$ cat src/rtl/cpu_pkg.sv
// Shared definitions for the 8-bit accumulator CPU: opcodes, sequencer states, IR fields.
// Opcode constants are also used by the external ALU.
package cpu_pkg;

  localparam logic [2:0] OP_ADD = 3'b000;
  localparam logic [2:0] OP_SUB = 3'b001;
  localparam logic [2:0] OP_XOR = 3'b010;
  localparam logic [2:0] OP_SHL = 3'b011;
  localparam logic [2:0] OP_LDA = 3'b100;
  localparam logic [2:0] OP_STA = 3'b101;
  localparam logic [2:0] OP_CMA = 3'b110;
  localparam logic [2:0] OP_HLT = 3'b111;

  typedef enum logic [2:0] {
    ST_FETCH   = 3'd0,
    ST_LOADIR  = 3'd1,
    ST_DECODE  = 3'd2,
    ST_IND_RD  = 3'd3,
    ST_IND_LD  = 3'd4,
    ST_OPERAND = 3'd5,
    ST_EXEC    = 3'd6,
    ST_HALT    = 3'd7
  } state_t;

  localparam int IR_I_BIT   = 7;
  localparam int IR_OP_HI   = 6;
  localparam int IR_OP_LO   = 4;
  localparam int IR_ADDR_HI = 3;
  localparam int IR_ADDR_LO = 0;

endpackage

$ cat src/rtl/cpu_seq_decode.sv
// Combinational opcode classifier for the sequencer; zero latency, no flow control.
// Register-reference ops (SHL, CMA, HLT) never touch memory.
module cpu_seq_decode
  import cpu_pkg::*;
(
  input  logic [2:0] opcode,
  output logic       is_memref,
  output logic       is_store,
  output logic       is_load,
  output logic       is_halt,
  output logic       is_alu_op
);

  always_comb begin
    is_memref = 1'b0;
    is_store  = 1'b0;
    is_load   = 1'b0;
    is_halt   = 1'b0;
    is_alu_op = 1'b0;
    case (opcode)
      OP_ADD, OP_SUB, OP_XOR: begin
        is_memref = 1'b1;
        is_alu_op = 1'b1;
      end
      OP_SHL, OP_CMA: is_alu_op = 1'b1;
      OP_LDA: begin
        is_memref = 1'b1;
        is_load   = 1'b1;
      end
      OP_STA: begin
        is_memref = 1'b1;
        is_store  = 1'b1;
      end
      default: is_halt = 1'b1;
    endcase
  end

endmodule

$ cat src/rtl/cpu_sequencer.sv
// Accumulator CPU control unit: multi-cycle fetch/decode/indirect/operand/execute sequencer.
// 4-7 cycles per instruction; run is honoured only at the FETCH boundary, RST overrides all.
module cpu_sequencer
  import cpu_pkg::*;
#(
  parameter int                ADDR_W   = 4,
  parameter int                DATA_W   = 8,
  parameter logic [ADDR_W-1:0] RESET_PC = 4'h0
) (
  input  logic              CLK,
  input  logic              RST,
  input  logic              run,
  output logic [ADDR_W-1:0] mem_addr,
  output logic              mem_we,
  output logic [DATA_W-1:0] mem_wdata,
  input  logic [DATA_W-1:0] mem_rdata,
  output logic [2:0]        alu_opcode,
  output logic              alu_en,
  output logic [DATA_W-1:0] alu_a,
  output logic [DATA_W-1:0] alu_b,
  input  logic [DATA_W-1:0] alu_result,
  output logic [ADDR_W-1:0] pc,
  output logic [DATA_W-1:0] acc,
  output logic [2:0]        sc,
  output logic              halted
);

  state_t            state, state_nxt;
  logic [ADDR_W-1:0] pc_q, ar_q;
  logic [DATA_W-1:0] ir_q, ac_q;
  logic              we_raw, alu_raw;
  logic              is_memref, is_store, is_load, is_halt, is_alu_op;

  cpu_seq_decode u_decode (
    .opcode    (ir_q[IR_OP_HI:IR_OP_LO]),
    .is_memref (is_memref),
    .is_store  (is_store),
    .is_load   (is_load),
    .is_halt   (is_halt),
    .is_alu_op (is_alu_op)
  );

  always_ff @(posedge CLK) begin
    if (RST) begin
      state <= ST_FETCH;
      pc_q  <= RESET_PC;
      ar_q  <= '0;
      ir_q  <= '0;
      ac_q  <= '0;
    end else begin
      state <= state_nxt;
      case (state)
        ST_LOADIR: begin
          ir_q <= mem_rdata;
          pc_q <= pc_q + {{(ADDR_W-1){1'b0}}, 1'b1};
        end
        ST_DECODE: ar_q <= ir_q[ADDR_W-1:0];
        // Pointer word: only the low address bits are meaningful.
        ST_IND_LD: ar_q <= mem_rdata[ADDR_W-1:0];
        ST_EXEC: begin
          if (is_load)        ac_q <= mem_rdata;
          else if (is_alu_op) ac_q <= alu_result;
        end
        default: ;
      endcase
    end
  end

  always_comb begin
    state_nxt = state;
    mem_addr  = pc_q;
    we_raw    = 1'b0;
    alu_raw   = 1'b0;
    case (state)
      ST_FETCH:  if (run) state_nxt = ST_LOADIR;
      ST_LOADIR: state_nxt = ST_DECODE;
      ST_DECODE: begin
        if (is_halt)              state_nxt = ST_HALT;
        else if (!is_memref)      state_nxt = ST_EXEC;
        else if (ir_q[IR_I_BIT])  state_nxt = ST_IND_RD;
        else                      state_nxt = ST_OPERAND;
      end
      ST_IND_RD: begin
        mem_addr  = ar_q;
        state_nxt = ST_IND_LD;
      end
      ST_IND_LD: state_nxt = ST_OPERAND;
      ST_OPERAND: begin
        mem_addr = ar_q;
        if (is_store) begin
          we_raw    = 1'b1;
          state_nxt = ST_FETCH;
        end else begin
          state_nxt = ST_EXEC;
        end
      end
      ST_EXEC: begin
        alu_raw   = is_alu_op;
        state_nxt = ST_FETCH;
      end
      default: state_nxt = ST_HALT;
    endcase
  end

  // Strobes are masked by RST so a reset landing mid-STA never commits a write.
  assign mem_we     = we_raw & ~RST;
  assign alu_en     = alu_raw & ~RST;
  assign mem_wdata  = ac_q;
  assign alu_opcode = ir_q[IR_OP_HI:IR_OP_LO];
  assign alu_a      = ac_q;
  assign alu_b      = mem_rdata;
  assign pc         = pc_q;
  assign acc        = ac_q;
  assign sc         = state;
  assign halted     = (state == ST_HALT);

endmodule
$ cat config.mk
export PLATFORM = sky130hd
export DESIGN_NAME = cpu_sequencer
export DESIGN_NICKNAME = d
export VERILOG_FILES = /design/src/rtl/cpu_pkg.sv /design/src/rtl/cpu_seq_decode.sv /design/src/rtl/cpu_sequencer.sv
export SDC_FILE = /design/constraint.sdc
export NUM_CORES = 1
export LEC_CHECK = 0
export ABC_AREA = 1
export CORE_ASPECT_RATIO = 2
export CORE_UTILIZATION = 32
export DETAILED_ROUTE_END_ITERATION = 16
export HOLD_SLACK_MARGIN = 0.03
export PLACE_DENSITY = 0.66
export SYNTH_ARGS = -nofsm -noshare
export SYNTH_HDL_FRONTEND = slang
export SYNTH_SLANG_ARGS = --single-unit
$ cat constraint.sdc
create_clock -name CLK -period 1.2 [get_ports CLK]
set_clock_uncertainty 0.05 [all_clocks]
set_input_delay 0.12 -clock CLK [delete_from_list [all_inputs] [get_ports CLK]]
set_output_delay 0.12 -clock CLK [all_outputs]
set_load 0.01 [all_outputs]
### Yosys cells after proc, flatten, opt, wreduce, memory -nomap -nowiden

Cells that the tools add are included.

* word-level logic and storage cells: 49
* output and inout bits: 49
* bits in writable memories: 0
* register bits after elaboration: 27
* memory bits (read-only): 0
* memories kept: 0
* latch bits: 0

* shifts and indexed selects: 0
* multipliers: 0
* mux-type cells: 17
* reduce and logical (&&, ||, !) cells: 9
* equal/unequal tests: 14
* $lt $le $gt $ge: 0
* bitwise gates (word level): 3
* $add $sub $neg: 1
* divide/modulo/power cells: 0

Operators by type and width (count)
* 3-bit equality test (second input constant): 7
* 3-bit one-hot mux with 7 select lines: 1
* 8-bit 2-to-1 mux: 2
* 3-bit 2-to-1 mux: 5
* 3-bit by 2-bit equality test with 1-bit output (second input constant): 4
* 5-bit OR reduction: 2
* 4-bit one-hot mux with 2 select lines: 1
* 1-bit 2-to-1 mux: 7
* 7-bit OR reduction: 1
* 3-bit by 1-bit equality test with 1-bit output (second input constant): 2
* 3-bit logical NOT: 2
* 4-bit by 1-bit adder with 4-bit output (second input constant): 1
* 4-bit 2-to-1 mux: 1
* 2-bit nonzero test: 2
* 1-bit bitwise AND: 2
* 2-bit inequality test (second input constant): 1
* 2-bit AND reduction: 1
* 2-bit OR reduction: 1
* 1-bit inverter: 1

### Depth between registers and ports, before layout

* depth in word-level cells: 6
* gate-level depth with buffers: 7
* mapped depth without buffers: 6

### By module

From an unflattened synthesis, not the netlist that was laid out.

* cells, all modules: 245
* area, all modules: 1689.1 µm²

By module, submodules not included
* cpu_sequencer: area an instance 1650.3 µm², times used 1, sequential area each 540.5 µm², cells an instance 235
* cpu_seq_decode: area an instance 38.8 µm², times used 1, sequential area each 0.0 µm², cells an instance 10

### Worst setup path before layout

No wires, ideal clock.

* kind: register -> register
* from: register state[2], in the netlist sc[2]
* to: register state[1], in the netlist sc[1]
* library setup time: 130 ps
* setup slack: -47 ps
* required time: 1020 ps
* arrival time: 1067 ps
* path buffers: 2
* stages on the path, launching flop included: 8
* clock period less this slack: 1247 ps
* cell sequence: dfxtp_1 -> buf_4 -> inv_1 -> nand3_1 -> buf_2 -> nand2_1 -> nor2_1 -> a21oi_1

* longest elaborated chain between the ends: 2
* elaborated cells on any way between the ends: 9

Ends and longest elaborated chain
* from (decl): line cpu_sequencer.sv:28 `state_t state, state_nxt;`
* from (signal assigned): line cpu_sequencer.sv:51 `state <= state_nxt;`
* 3-bit equality test (tied with other cells): line cpu_sequencer.sv:74 `case (state)`
* 3-bit one-hot mux with 7 select lines or 2-bit inequality test (tied branches)

Parallel ways exist; a longest one is shown, timed or not.
A chain may end at the register's enable or synchronous reset.

### Worst setup path in the final report

* from: register state[1], in the netlist sc[1]
* to: output mem_addr[1]

* longest elaborated chain between the ends: 3
* elaborated cells on any way between the ends: 4

Ends and longest elaborated chain
* 3-bit equality test or 3-bit by 2-bit equality test with 1-bit output (tied branches): line cpu_sequencer.sv:74
* 2-bit OR reduction (no source line) (*)
* 4-bit 2-to-1 mux (*): line cpu_sequencer.sv:74
* to (decl): line cpu_sequencer.sv:13 `output logic [ADDR_W-1:0] mem_addr,`

Mark *: on every way between the ends. The rest lies on a longest branch, timed or not.

==> out/results.ini <==
[outcome]
status=finished, violations left
violations=negative setup slack

[timing]
worst_slack_ns=-0.3265
fin_hold_ws_ns=0.4232
slew-limit-headroom_pct=80.95
drv_slew=0
min_period_ns=1.526
fmax_mhz=655.1
rsz0062_at_grt=yes
period_share_pct=127.2
hold_viol_final=0
setup_viol=21
worstMarginPinSlew_ns=0.2849

[clock_network]
cts_tree=done
clk_latency_ns=0.27
cts_root_buf=clkbuf_8
clock-sinks=27
clockBufferDepth=2
path_clk_slew_ns=0.10
htreeDepth=1
numCtsBuffers=3

[worst_setup_path]
path_class=reg2out
worst_setup_path_start_kind=register
crit_start=sc[1]
crit_fanout=4
end_kind=output port
cp_data_required_time_ns=1.03
rrSetupSlack_ns=-0.17
reg2reg_from=sc[0]
ff2ff_path_depth=9
arrival_ns=1.36
r2r-end=acc[7]

[floorplan]
core_um2=4686
die_x_um=51.75
rows=35
fp.dieH_um=101.5
initial_core_util_pct=33.81
io_pins=68
dieArea_um2=5253

[synthesis]
synth_edf_count=0
syn-instance-count=240
synth_top_area_share_pct=34.12
synth_seq_cells=27
synth_cell_type_count=23
async_flop_share_pct=0
synthesis.nets=260
postSynthAreaPerCell_um2=6.600
yosysWarnings=0
netlist_area_um2=1584
synthTopCellsByArea=dfxtp_1 (34%), buf_4 (14%), nand2_1 (12%)
ys.flop_type=dfxtp_1
yosysSeqAreaShare_pct=34.12
yosysTopAreaCell=dfxtp_1

[routing]
first_pass_iters=4
drt-wirelength-per-cell_um=11.81
vias=1793
drtIter0Drc=22
drc=0
via_per_inst=4.633
wl_um=4569
ant_nets=0

[cells_and_area]
post-route-util_pct=58.66
num_antenna_cells=0
finalNetCount=353
seq_area_um2=563.0
final_cell_mix=nand2_1 (44), buf_4 (42), dlygate4sd2_1 (32)
multi_input_area_um2=882.1
area_growth_syn_to_layout_pct=73.54
drive_gt1_share_pct=39.76
final-instance-count-excl-fill=387
layout_commonest_cell=nand2_1
nFillCells=440

[global_route]
grt_usage_pct=17.75
grt_pass1_wl_um=7141
grt_pass1_vias=1763
antenna_found_initial=0
grt_max_degree=21
grt-ovfl-total=0

[pwr]
p_leak_nw=1.386
power_mw=4.904
p_per_area_nw_per_um2=1784
vdd_ir_drop_max_v=0.001089

[run]
maxCapViolations=0

[placed_design]
routabilityCongestion=0.8347
dp_hpwl_um=3269
dp_slack_ns=-0.5630
dpl.cell_count=372
io_buffers=67

[worst_hold_path]
min_to=ir_q[0]
hold_depth=2
worstHoldStart=ir_q[0]
hold_class=reg2reg

==> cell usage after synthesis (2+ instances only) <==
cell and instances:
nand3_1 10, nand2_2 5, nor2_2 3, inv_2 4
a21oi_1 14, nor3_1 2, buf_4 29, o21ai_1 15
o21ai_0 11, nand2_1 51, clkbuf_4 2, dfxtp_1 27
buf_2 2, inv_1 21, nor2_1 36
==> cells by family (layout without fill, tap and decap cells) <==
| logic type | Yosys count | count (layout) | share of synthesized area, % |
|---|---|---|---|
| simple gates | 111 | 111 | 29.70 |
| flops | 27 | 27 | 34.12 |
| buf+inv | 60 | 152 | 22.20 |
| fa+ha+maj | 1 | 1 | 0.7898 |
| compound gates | 41 | 41 | 13.19 |
==> flip-flops by register name, indices dropped and copies added (netlist names) <==
| register | cells |
|---|---|
| pc | 4 |
| sc | 3 |
| acc | 8 |
| ar_q | 4 |
| ir_q | 8 |
==> worst max path at each step <==
stage	cells after the start	to
final	7	mem_addr[1]
after floorplan	7	acc[2]
after detailed placement	3	mem_we
after CTS	7	mem_addr[2]
after global routing	7	mem_addr[2]
after global placement	3	mem_we
==> layout make-up <==
class	instances	area share, %
Clock buffer	3	1.502
Clock inverter	1	0.1821
Inverter	25	4.142
Multi-Input combinational cell	153	32.09
Sequential cell	27	20.48
Tap cell	55	2.503
Timing Repair Buffer	123	39.10
==> power breakdown <==
group          switching (mW)  internal, mW
registers               0.210          1.18
logic                    1.51          1.48
clock network           0.293         0.233
==> critical path, stage by stage (launching register included) <==
cell and delay (ns):
dfxtp_4 0.40, inv_4 0.05, nand3_4 0.07, o21ai_4 0.07, buf_4 0.14, buf_4 0.13
o21ai_1 0.10, buf_2 0.14
==> routing by layer <==
metal | global-route usage [%] | vias to the layer above | wire length, µm
met5 | 0 | - | 0
met4 | 8.524 | 0 | 170
met3 | 1.802 | 12 | 142
met2 | 35.06 | 52 | 2582
met1 | 17.22 | 820 | 1673
li1 | - | 909 | -
==> per-stage QoR <==
stage                     instance area, µm²  setup TNS (ns)
after floorplan                         1597               0
after global placement                  2435          -6.040
after detailed placement                2435          -6.663
after CTS                               2561          -3.271
after global routing                    2749          -4.666
final                                   2749          -3.028
==> timing repair <==
| action | 4_1_cts | 5_1_grt |
|---|---|---|
| gates cloned | 1 | 1 |
| gates resized for setup | 114 | 57 |
| setup endpoints to repair | 71 | 43 |
| setup buffers | 4 | 5 |
| hold buffers | 0 | 0 |
| pin swaps | 11 | 15 |
Note: power is estimated with default switching activity, not from simulation.
